===== config.mk =====
export PLATFORM = sky130hd
export DESIGN_NAME = i2s_dac_tx
export DESIGN_NICKNAME = d
export VERILOG_FILES = /design/src/rtl/i2s_dac_tx.sv
export SDC_FILE = /design/constraint.sdc
export NUM_CORES = 1
export LEC_CHECK = 0
export CAP_MARGIN = 10
export CELL_PAD_IN_SITES_DETAIL_PLACEMENT = 1
export CELL_PAD_IN_SITES_GLOBAL_PLACEMENT = 1
export CORE_MARGIN = 4
export CORE_UTILIZATION = 38
export CTS_CLUSTER_SIZE = 10
export DETAILED_ROUTE_END_ITERATION = 7
export GPL_TIMING_DRIVEN = 1
export PLACE_DENSITY = 0.81
export SLEW_MARGIN = 20
export SYNTH_ARGS = -nofsm -noshare
export SYNTH_HDL_FRONTEND = slang
export SYNTH_SLANG_ARGS = --single-unit

===== constraint.sdc =====
create_clock -name bclk -period 2.2 [get_ports bclk]
set_clock_uncertainty 0.1 [all_clocks]
set_input_delay 0.22 -clock bclk [delete_from_list [all_inputs] [get_ports bclk]]
set_output_delay 0.22 -clock bclk [all_outputs]
set_load 0.03 [all_outputs]

===== src/rtl/i2s_dac_tx.sv =====
// i2s_dac_tx: I2S (Philips) serial DAC transmitter clocked by the codec bit clock.
// Captures one signed left/right sample pair per frame on the falling word clock,
// shifts each word out MSB-first one bclk after the word clock changes, and keeps
// the data line muted until the word-clock framing has been verified.
// Optional feature macro: I2S_DAC_TX_ERRCNT_EN (saturating lock-loss counter on err_count).
module i2s_dac_tx #(
  parameter int BITSIZE = 16,
  parameter int SLOT    = 32
) (
  input  logic               bclk,
  input  logic               resetn,
  input  logic               lrclk,
  input  logic [BITSIZE-1:0] left_in,
  input  logic [BITSIZE-1:0] right_in,
  output logic               sample_req,
  output logic               dac_data,
  output logic               locked,
  output logic [7:0]         err_count
);

  localparam int CW = $clog2(SLOT + 1);
  localparam logic [CW-1:0] CNT_GOOD  = CW'(SLOT - 1);
  localparam logic [CW-1:0] CNT_MAX   = CW'(SLOT);
  localparam logic [CW-1:0] CNT_SHIFT = CW'(BITSIZE - 1);

  localparam logic [1:0] ST_WAIT = 2'd0;
  localparam logic [1:0] ST_ACQ  = 2'd1;
  localparam logic [1:0] ST_LOCK = 2'd2;

  logic               lrclk_q;
  logic [CW-1:0]      cnt;
  logic [1:0]         state;
  logic [1:0]         state_nx;
  logic               good_prev;
  logic               good_prev_nx;
  logic [BITSIZE-1:0] rsh;
  logic [BITSIZE-1:0] sr;
  logic [BITSIZE-1:0] sr_nx;
  logic               bit_nx;
  logic               lr_edge;
  logic               left_start;
  logic               right_start;
  logic               good_period;
  logic               timeout;

  assign lr_edge     = (lrclk != lrclk_q);
  assign left_start  = lr_edge && !lrclk;
  assign right_start = lr_edge && lrclk;
  assign good_period = lr_edge && (cnt == CNT_GOOD);
  assign timeout     = !lr_edge && (cnt == CNT_MAX);

  // Word-clock history and half-frame length counter (saturates so a stuck lrclk is visible)
  always_ff @(posedge bclk) begin
    if (!resetn) begin
      lrclk_q <= 1'b0;
      cnt     <= '0;
    end else begin
      lrclk_q <= lrclk;
      if (lr_edge)
        cnt <= '0;
      else if (cnt != CNT_MAX)
        cnt <= cnt + CW'(1);
    end
  end

  // Lock tracking: good_prev remembers that the right half-frame just finished at the
  // nominal length; a left-start edge that also closes a nominal half-frame then locks
  always_comb begin
    state_nx     = state;
    good_prev_nx = good_prev;
    case (state)
      ST_WAIT: begin
        if (left_start) begin
          state_nx     = ST_ACQ;
          good_prev_nx = 1'b0;
        end
      end
      ST_ACQ: begin
        if (timeout) begin
          good_prev_nx = 1'b0;
        end else if (right_start) begin
          good_prev_nx = good_period;
        end else if (left_start) begin
          if (good_period && good_prev)
            state_nx = ST_LOCK;
          good_prev_nx = 1'b0;
        end
      end
      ST_LOCK: begin
        if (timeout || (lr_edge && !good_period)) begin
          state_nx     = ST_ACQ;
          good_prev_nx = 1'b0;
        end
      end
      default: begin
        state_nx     = ST_WAIT;
        good_prev_nx = 1'b0;
      end
    endcase
  end

  // Framing state register; locked mirrors the state so it drops on the offending edge
  always_ff @(posedge bclk) begin
    if (!resetn) begin
      state     <= ST_WAIT;
      good_prev <= 1'b0;
      locked    <= 1'b0;
    end else begin
      state     <= state_nx;
      good_prev <= good_prev_nx;
      locked    <= (state_nx == ST_LOCK);
    end
  end

  // Both channels are captured on the left-start edge so a pair never straddles frames;
  // the left word goes straight into the shifter, so only the right word needs a shadow
  always_ff @(posedge bclk) begin
    if (!resetn) begin
      rsh        <= '0;
      sample_req <= 1'b0;
    end else begin
      sample_req <= left_start;
      if (left_start)
        rsh <= right_in;
    end
  end

  // Next serial bit: MSB on the edge cycle itself, then the remaining bits, then zeros
  always_comb begin
    sr_nx  = sr;
    bit_nx = 1'b0;
    if (left_start) begin
      sr_nx  = left_in;
      bit_nx = left_in[BITSIZE-1];
    end else if (right_start) begin
      sr_nx  = rsh;
      bit_nx = rsh[BITSIZE-1];
    end else if (cnt < CNT_SHIFT) begin
      bit_nx = sr[BITSIZE-2];
      sr_nx  = sr << 1;
    end
  end

  // Shift register and muted data line; anything but a verified lock transmits silence
  always_ff @(posedge bclk) begin
    if (!resetn) begin
      sr       <= '0;
      dac_data <= 1'b0;
    end else begin
      sr       <= sr_nx;
      dac_data <= (state_nx == ST_LOCK) && bit_nx;
    end
  end

`ifdef I2S_DAC_TX_ERRCNT_EN
  logic lose_lock;
  assign lose_lock = (state == ST_LOCK) && (state_nx != ST_LOCK);

  // Lock-loss counter, held at 255 and cleared only by reset
  always_ff @(posedge bclk) begin
    if (!resetn)
      err_count <= 8'd0;
    else if (lose_lock && (err_count != 8'hFF))
      err_count <= err_count + 8'd1;
  end
`else
  assign err_count = 8'd0;
`endif

endmodule


==> results.py <==
metrics = {
    "placed_design": {
        "dp_hpwl_um": 3700,
        "port_buffers": 37,
        "placedCellCount": 338,
        "gp_congestion": 0.895,
        "placed_cell_area_um2": 2610,
    },
    "yosys": {
        "synthTopCellsByArea": "dfxtp_1 (40%), mux2i_1 (19%), nor2b_1 (4.5%), nor2_1 (4.4%), o21ai_0 (3.6%)",
        "yosysWarnings": 0,
        "ys_async_sr_fraction": 0,
        "syn_avg_cell_area_um2": 9.34,
        "synth_area_um2": 2210,
        "yosysSeqAreaShare": 0.398,
        "ys_seq_elements": 44,
        "yosysMostFrequentCell": "dfxtp_1",
        "yosys.area.top_type": "dfxtp_1",
        "ys.flop_type": "dfxtp_1",
        "synth_top_cell_area_share": 0.398,
        "synth_cell_type_count": 41,
        "synth_edf_count": 0,
        "postSynthCellCount": 237,
        "synth_commonest_cells": "dfxtp_1 (44), mux2i_1 (43), nor2_1 (26)",
    },
    "clocking": {
        "cts_root_buffer": "clkbuf_8",
        "clkSlewWorstSetupHoldPaths_ps": 80,
        "cts_tree": "built",
        "postCtsSetupBuffers": 0,
        "clock_latency_ps": 290,
        "clock_sinks": 44,
        "cts_buffers": 5,
        "htreeDepth": 2,
        "cts-resized-gates": 0,
        "cts_hold_buf": 0,
        "clk_path_buf_depth": 2,
    },
    "global_routing": {
        "overflow": 0,
        "grt_max_degree": 23,
        "grt_pass1_wl_um": 8330,
        "antenna_found_initial": 0,
        "grt_pass1_vias": 1834,
        "grt_usage": 0.144,
    },
    "power": {
        "vdd_drop_max_mv": 0.277,
        "cellPowerDensity_nw_per_um2": 584,
        "netSwitchingFraction": 0.247,
        "combPwrFrac": 0.138,
        "cellLeakagePower_nw": 0.959,
        "clockPowerShare": 0.333,
        "p_int_mw": 1.19,
        "p_seq_frac": 0.529,
        "p_switching_uw": 390,
    },
    "setup_path": {
        "path_buf_inv": 2,
        "path_delay_family": "simple AND/OR/NAND/NOR gates",
        "critical_path_class": "input port to flip-flop",
        "reg2reg_from": "cnt[0]",
        "setup.worst_path.start_class": "input port",
        "crit_path_max_incr_delay_ps": 480,
        "crit_chain": "clkdlybuf4s50_1 > inv_1 > ha_2 > and4bb_2 > nor4b_2 > o31a_1 > and3_1",
        "crit_slowest_cell": "clkdlybuf4s50_1",
        "ff2ff_path_depth": 5,
        "crit_path_max_fanout": 4,
        "r2r_slack_ps": 390,
        "r2r_end": "sr[0]",
        "required_ps": 2290,
        "critPathArrivalTime_ps": 1990,
        "endpoint_kind": "flip-flop",
    },
    "layout": {
        "antenna_cells": 0,
        "nets": 312,
        "final_cells": 346,
        "num-fill-cells": 649,
        "fin_area_um2": 2700,
        "drive_gt1_frac": 0.0876,
        "area_delta_synth_final_pct": 22.0,
    },
    "routing": {
        "ant_nets": 0,
        "routed_wl_um": 5000,
        "vias_per_cell": 4.96,
        "vias": 1716,
        "wire_per_inst_um": 14.4,
        "drt_iter0_drc": 35,
        "drt-pass1-iter-count": 4,
        "remaining_drc_errors": 0,
    },
    "sta": {
        "max_freq_mhz": 527,
        "min_period_ps": 1900,
        "hold_violations": 0,
        "fin_crit_sh": 0.863,
        "rsz0062_at_grt": "false",
        "setup-violations-final": 0,
        "slew_viol_final": 0,
    },
    "die": {
        "dieWidth_um": 84.3,
        "io_pins": 46,
        "initial_core_util": 0.397,
        "rows": 27,
        "core_um2": 5570,
        "die_area_um2": 7110,
        "fp.dieH_um": 84.3,
    },
    "run_status": {
        "status": "complete, no violations",
    },
    "min_path": {
        "hp-start": "sr[13]",
        "whs_endpoint": "sr[13]",
        "min_path_cells": 2,
        "hold_class": "flip-flop to flip-flop",
    },
    "job": {
        "max_cap_violations": 0,
    },
}
## metrics by stage
stage	worst slack (ps)	power, mW	utilization	hold WS (ps)	setup TNS, ps
floorplan	456	0.983	-	260	0
global placement	29.1	1.07	0.468	376	0
detailed placement	-12.3	1.07	0.468	386	-12.3
CTS	295	1.61	0.485	407	0
global route	251	1.66	0.485	428	0
finish	302	1.58	0.485	400	0
## worst max-delay path by stage
stage / startpoint / end / slack, ps / depth (start not counted)
4_1_cts: lrclk / dac_data / 300 / 7
3_5_place_dp: lrclk / dac_data / -10 / 7
5_1_grt: lrclk / dac_data / 250 / 7
3_3_place_gp: lrclk / dac_data / 30 / 7
2_1_floorplan: cnt[0] / sr[10] / 460 / 7
6_report: lrclk / dac_data / 300 / 7
## cell usage in the layout (no fill, tap or decap), types with 2 or more instances in the layout
| master | netlist | routed |
|---|---|---|
| dfxtp_1 | 44 | 44 |
| buf_4 | 8 | 8 |
| and3_1 | 2 | 2 |
| xor2_1 | 2 | 2 |
| clkdlybuf4s50_1 | 0 | 37 |
| mux2i_1 | 43 | 43 |
| nand2b_1 | 2 | 2 |
| nor2b_1 | 16 | 16 |
| nor2_1 | 26 | 26 |
| inv_1 | 6 | 6 |
| xnor2_1 | 3 | 3 |
| clkbuf_8 | 0 | 6 |
| o31a_1 | 2 | 2 |
| nand3b_1 | 2 | 2 |
| conb_1 | 1 | 8 |
| o21ai_0 | 16 | 16 |
| nand3_1 | 4 | 4 |
| a21oi_1 | 5 | 5 |
| nand2_1 | 17 | 17 |
| ha_1 | 4 | 3 |
## worst register-to-register path: cells and delay by family (launching register included)
family	cells	cell delay (ps)
adder cells (fa/ha/maj)	1	260
flip-flops	1	360
AO/OA/AOI/OAI	2	640
AND/OR/NAND/NOR	2	330
## kinds of logic after synthesis
kind of cell / Yosys count / share of synthesized area
and+or+nand+nor: 79 / 0.194
xor gates and xnor gates: 5 / 0.0198
AOI/OAI and AO/OA: 32 / 0.0893
muxes: 43 / 0.194
DFF: 44 / 0.398
adders and majority gates: 4 / 0.0226
other: 1 / 0.00169
buffers and inverters: 29 / 0.0802
## layer usage
metal  vias up  track usage  part of all wire
met4         0       0.0432             0.013
met1       819        0.169              0.43
met2        28        0.253              0.51
met5         -            0                 0
met3         6       0.0412             0.042
li1        863            -                 -
## registers in the layout, summed over array words and instances (netlist names)
| signal | cells |
|---|---|
| dac_data | 1 |
| sr | 15 |
| lrclk_q | 1 |
| locked | 1 |
| good_prev | 1 |
| cnt | 6 |
| state | 2 |
| sample_req | 1 |
| rsh | 16 |
## power groups by stage
stage               Clock (mW)  Combinational [mW]  Sequential, mW
floorplan                    0               0.132           0.851
global placement             0               0.214           0.854
detailed placement           0               0.220           0.855
CTS                      0.549               0.221           0.837
global route             0.576               0.239           0.840
finish                   0.526               0.217           0.836
## layout make-up
type                    count  area, um2  share of cell area
inverters                   6       22.5             0.00833
well taps                  72       90.1              0.0333
clock buffers               7       86.3              0.0319
flip-flops and latches     44        881               0.326
multi-input cells         171       1180               0.438
clock inverters             1       7.51             0.00278
repair buffers             45        430               0.159
Note: power is estimated with default switching activity, not from simulation.
